`src/rtl/rf_writeback_ctrl.sv`:
```
// Register-file write-port arbiter: merges load and ALU results onto one write port,
// buffers colliding ALU results in a 2-entry queue and keeps a per-register busy scoreboard.
module rf_writeback_ctrl #(
    parameter int XLEN   = 64,
    parameter int QDEPTH = 2
) (
    input  logic            clk,
    input  logic            rst,
    input  logic            iss_valid,
    input  logic [4:0]      iss_rd,
    output logic            iss_ready,
    input  logic [4:0]      chk_ra1,
    input  logic [4:0]      chk_ra2,
    output logic            chk_busy1,
    output logic            chk_busy2,
    input  logic            alu_valid,
    input  logic [4:0]      alu_rd,
    input  logic [XLEN-1:0] alu_data,
    output logic            alu_ready,
    input  logic            ld_valid,
    input  logic [4:0]      ld_rd,
    input  logic [XLEN-1:0] ld_data,
    output logic [4:0]      wa,
    output logic [XLEN-1:0] wd,
    output logic            regWrite,
    output logic            sb_err
);
    localparam logic [1:0] QMAX = 2'(QDEPTH);

    logic [31:1]     busy;
    logic [31:0]     busy_v;
    logic [31:0]     busy_nxt;
    logic [4:0]      q_rd   [QDEPTH];
    logic [XLEN-1:0] q_data [QDEPTH];
    logic [1:0]      count;

    logic            alu_acc;
    logic            iss_acc;
    logic            deq;
    logic            enq;
    logic [1:0]      wr_pos;
    logic            sel_valid;
    logic [4:0]      sel_rd;
    logic [XLEN-1:0] sel_data;
    logic            err_hit;

    assign busy_v    = {busy, 1'b0};
    assign iss_ready = !rst && !busy_v[iss_rd];
    assign alu_ready = !rst && (count < QMAX);
    assign chk_busy1 = busy_v[chk_ra1];
    assign chk_busy2 = busy_v[chk_ra2];

    always_comb begin
        alu_acc   = alu_valid && alu_ready;
        iss_acc   = iss_valid && iss_ready;
        deq       = !ld_valid && (count != 2'd0);
        enq       = alu_acc && (ld_valid || (count != 2'd0));
        wr_pos    = count - {1'b0, deq};
        sel_valid = 1'b0;
        sel_rd    = 5'd0;
        sel_data  = '0;
        if (ld_valid) begin
            sel_valid = 1'b1;
            sel_rd    = ld_rd;
            sel_data  = ld_data;
        end else if (count != 2'd0) begin
            sel_valid = 1'b1;
            sel_rd    = q_rd[0];
            sel_data  = q_data[0];
        end else if (alu_acc) begin
            sel_valid = 1'b1;
            sel_rd    = alu_rd;
            sel_data  = alu_data;
        end
        // Busy is checked at acceptance, not at writeback, so queued results are judged once.
        err_hit = (ld_valid && (ld_rd != 5'd0) && !busy_v[ld_rd]) ||
                  (alu_acc && (alu_rd != 5'd0) && !busy_v[alu_rd]);
        busy_nxt = busy_v;
        if (regWrite && (wa != 5'd0))
            busy_nxt[wa] = 1'b0;
        if (iss_acc && (iss_rd != 5'd0))
            busy_nxt[iss_rd] = 1'b1;
    end

    always_ff @(posedge clk) begin
        if (rst) begin
            busy     <= '0;
            count    <= 2'd0;
            wa       <= 5'd0;
            wd       <= '0;
            regWrite <= 1'b0;
            sb_err   <= 1'b0;
        end else begin
            busy <= busy_nxt[31:1];
            if (deq) begin
                q_rd[0]   <= q_rd[1];
                q_data[0] <= q_data[1];
            end
            // After a dequeue the old head slot is reused, so the tail position shifts down.
            if (enq) begin
                q_rd[wr_pos[0]]   <= alu_rd;
                q_data[wr_pos[0]] <= alu_data;
            end
            count <= count + {1'b0, enq} - {1'b0, deq};
            if (sel_valid) begin
                wa <= sel_rd;
                wd <= sel_data;
            end
            regWrite <= sel_valid && (sel_rd != 5'd0);
            if (err_hit)
                sb_err <= 1'b1;
        end
    end
endmodule

```
`config.mk`:
```
export PLATFORM = sky130hd
export DESIGN_NAME = rf_writeback_ctrl
export DESIGN_NICKNAME = d
export VERILOG_FILES = /design/src/rtl/rf_writeback_ctrl.sv
export SDC_FILE = /design/constraint.sdc
export NUM_CORES = 1
export LEC_CHECK = 0
export CAP_MARGIN = 20
export CORE_MARGIN = 2
export CORE_UTILIZATION = 47
export DETAILED_ROUTE_END_ITERATION = 10
export GPL_TIMING_DRIVEN = 0
export HOLD_SLACK_MARGIN = 0.05
export PLACE_DENSITY_LB_ADDON = 0.25
export SLEW_MARGIN = 10
export SYNTH_ARGS = -nofsm -noshare
export SYNTH_HDL_FRONTEND = slang
export SYNTH_SLANG_ARGS = --single-unit
```
`constraint.sdc`:
```
create_clock -name clk -period 7.9 [get_ports clk]
set_input_delay 1.975 -clock clk [delete_from_list [all_inputs] [get_ports clk]]
set_output_delay 1.975 -clock clk [all_outputs]
set_load 0.01 [all_outputs]
```
==> results of run 1 <==
==> synth_stat cells, types with 2 or more instances <==
library cell,count
a211oi_1,2
a21boi_0,2
a21oi_1,75
a221oi_1,41
a31oi_1,3
buf_1,12
buf_2,16
clkbuf_1,53
dfxtp_1,104
edfxtp_1,138
ha_1,2
inv_1,5
mux2_2,79
mux2i_1,35
mux4_2,36
nand2_1,147
nand2b_1,10
nand3_1,65
nand4_1,4
nand4b_1,2
nor2_1,56
nor2b_1,8
nor3_1,8
nor3b_1,4
nor3b_2,2
nor4_1,2
o211ai_1,13
o21a_1,3
o21ai_0,54
o31ai_1,5
o32ai_1,2
o41ai_1,4
or2_2,3
or3_1,2
xor2_1,2
==> final timing paths <==
kind	slack, ps	cells after the start	to	start
hold / removal	450	2	wd[0]	wd[0]
hold reg to reg	450	2	wd[0]	wd[0]
setup reg to reg	4920	8	q_data[1][32]	count[1]
setup / recovery	1120	6	alu_ready	rst
==> cell usage in the layout, fill, tap and decap left out, drive strengths merged, types with 2 or more instances in the layout <==
| cell type | instances |
|---|---|
| mux2 | 79 |
| ha | 2 |
| nor3 | 8 |
| nand3 | 65 |
| nor2b | 8 |
| o21a | 3 |
| mux4 | 36 |
| clkbuf | 91 |
| a31oi | 3 |
| clkdlybuf4s50 | 227 |
| nand2b | 10 |
| nand2 | 147 |
| a211oi | 2 |
| o211ai | 13 |
| edfxtp | 138 |
| nor3b | 6 |
| nor4 | 2 |
| dfxtp | 104 |
| o41ai | 4 |
| o32ai | 2 |
| o21ai | 54 |
| clkinv | 7 |
| xor2 | 2 |
| mux2i | 35 |
| diode | 2 |
| a221oi | 41 |
| bufinv | 3 |
| buf | 35 |
| a21oi | 76 |
| a21boi | 2 |
| nand4b | 2 |
| o31ai | 5 |
| nor2 | 56 |
| or3 | 2 |
| inv | 7 |
| nand4 | 4 |
| or2 | 4 |
==> power groups by stage <==
stage / Clock, mW / Combinational (mW) / Sequential, mW
floorplan: 0 / 0.719 / 1.68
global placement: 0 / 1.21 / 1.67
detailed placement: 0 / 1.27 / 1.65
CTS: 1.31 / 1.28 / 1.62
global route: 1.36 / 1.39 / 1.64
finish: 1.29 / 1.28 / 1.62
==> cells by family after synthesis <==
logic type,Yosys count,synth area share [%]
AOI/OAI and AO/OA,213,11.7
xor gates and xnor gates,3,0.230
DFF,242,54.4
and+or+nand+nor,319,12.5
buffers and inverters,86,3.00
muxes,150,17.9
adders and majority gates,2,0.219
==> metal layers <==
| metal | part of all wire, % | global-route usage [%] | up-vias |
|---|---|---|---|
| met4 | 3.2 | 9.13 | 0 |
| met5 | 0 | 0 | - |
| met3 | 8.6 | 5.56 | 72 |
| met1 | 42 | 35.9 | 4573 |
| li1 | - | - | 4356 |
| met2 | 46 | 41.9 | 424 |
==> tightest hold or removal path, cell delays in order (launching register included) <==
cell and delay [ps]:
dfxtp_1 310, nand2_1 50, a21oi_1 50
==> per-stage QoR <==
stage / instance area (um2) / power, mW
6_report: 15200 / 4.19
3_3_place_gp: 14100 / 2.88
2_1_floorplan: 11400 / 2.40
3_5_place_dp: 14200 / 2.92
5_1_grt: 15200 / 4.40
4_1_cts: 15200 / 4.21
==> sequential cells by signal, summed over array words and instances (netlist names) <==
| register | flops |
|---|---|
| busy | 31 |
| sb_err | 1 |
| regWrite | 1 |
| q_rd | 10 |
| count | 2 |
| q_data | 128 |
| wa | 5 |
| wd | 64 |
==> final cells by class <==
| cell class | count | area (um2) |
|---|---|---|
| fillers | 1998 | 8940 |
| flip-flops and latches | 242 | 6230 |
| multi-input cells | 687 | 4890 |
| repair buffers | 234 | 2390 |
| clock buffers | 38 | 769 |
| well taps | 324 | 405 |
| plain buffers | 81 | 324 |
| clock inverters | 12 | 144 |
| inverters | 5 | 18.8 |
| diodes | 2 | 5.00 |
==> impl_metrics.ini, run 1 <==
[run_status]
status = complete, no violations

[floorplan]
die_width_um = 160
dieArea_um2 = 25600
fp-row-count = 57
ios = 233
start_util_pct = 47.4
dieHeight_um = 160
core_um2 = 24100

[worst_setup_path]
cp_max_fo = 10
cp.required_ps = 5930
cp_num_buf_inv = 5
cp_slowest_cell = clkbuf_1
end_kind = output port
setup.worst_path.start_class = input port
cp.arrival_ps = 4800
critPathKind = input port to output port
cp_slowest_stage_delay_ps = 690
crit_path_cell_trace = clkdlybuf4s50_1 -> clkbuf_1 -> clkbuf_1 -> clkbuf_1 -> nor2_1 -> clkdlybuf4s50_1
crit_family = buffers and inverters
cp_common_cell = clkbuf_1

[finish]
finalCoreUtilization_pct = 62.9
nets = 1438
finalNonFillerCells = 1625
layout-drive-gt1-share_pct = 14.4
area_delta_synth_final_pct = 32.6

[sta]
fmax_ghz = 0.148
worst_pin_slew_ps = 998
setup_violations = 0
period_minus_slack_ps = 6780
slew_headroom_pct = 33.2
final.hold.worst_slack_ps = 449
tns_ps = 0
min_period_over_period_pct = 85.8
finClkSkew_ps = 13.3
rsz0062_at_grt = false
slew_viol_final = 0
final_hold_viol_count = 0
finalWorstSetupSlack_ps = 1120

[synth]
async_reset_ff_share_pct = 0
synth_top_area_share_pct = 36.2
synth_edf_count = 138
synth_fp_nets = 1175
synth.yosys.seq_area_share_pct = 54.4
synth.distinct_cells = 51
netlist_instances = 1015
ys.flop_type = edfxtp_1
yosysTopAreaCell = edfxtp_1
yosysWarnings = 0
syn-mean-instance-area_um2 = 11.3
synthTopCellsByArea = edfxtp_1 36%, dfxtp_1 18%, mux2_2 7.8%
ys_seq_elements = 242
syn-cell-area_um2 = 11400

[clock_tree]
cts_tree = built
path_clk_slew_ps = 60
cts_buffer_depth = 3
post-cts-setup-buffers = 0
cts_buffers = 27
cts_sinks = 242
cts_hold_buffers = 0
cts_root_buf = clkbuf_16
cts_resized = 0
htree_levels = 1
clkLatencyLatePin_ps = 530

[global_route]
grt_max_degree = 26
grt_first_pass_wirelength_mm = 53.1
grt_overflow_total = 0
grt_pass1_vias = 9399
grt.total_usage_pct = 26.3
antenna_found_initial = 2

[drt]
wl_per_cell_um = 21.0
vias_per_cell = 5.80
drt_iter0_drc = 806
drcViolationCount = 0
wl_mm = 34.2
vias = 9425
ant_nets = 0
dr.pass1.iters = 5

[power]
clock_power_share_pct = 30.8
combPwrFrac_pct = 30.5
p_seq_share_pct = 38.7
power_density_nw_per_um2 = 276
swShare_pct = 31.4
p_sw_mw = 1.32
max-vdd-ir-drop_mv = 0.184
p_leak_nw = 5.17
p_int_mw = 2.88

[placement]
portBuffers = 227
hpwlAfterDp_mm = 24.1
place_ws_ps = 1140
placed_cells = 1573
place_congestion = 0.856

[run]
cap_violations = 0

[worst_hold_path]
min-delay-path-class = register to register
Note: power is estimated with default switching activity, not from simulation.
==> inputs of run 2 (changes only) <==
--- a/config.mk
+++ b/config.mk
@@ -12,6 +12,7 @@
 export GPL_TIMING_DRIVEN = 0
 export HOLD_SLACK_MARGIN = 0.05
 export PLACE_DENSITY_LB_ADDON = 0.25
+export SKIP_LAST_GASP = 1
 export SLEW_MARGIN = 10
 export SYNTH_ARGS = -nofsm -noshare
 export SYNTH_HDL_FRONTEND = slang
==> results of run 2 <==
Final layout, timing and power as in run 1 (identical DEF).
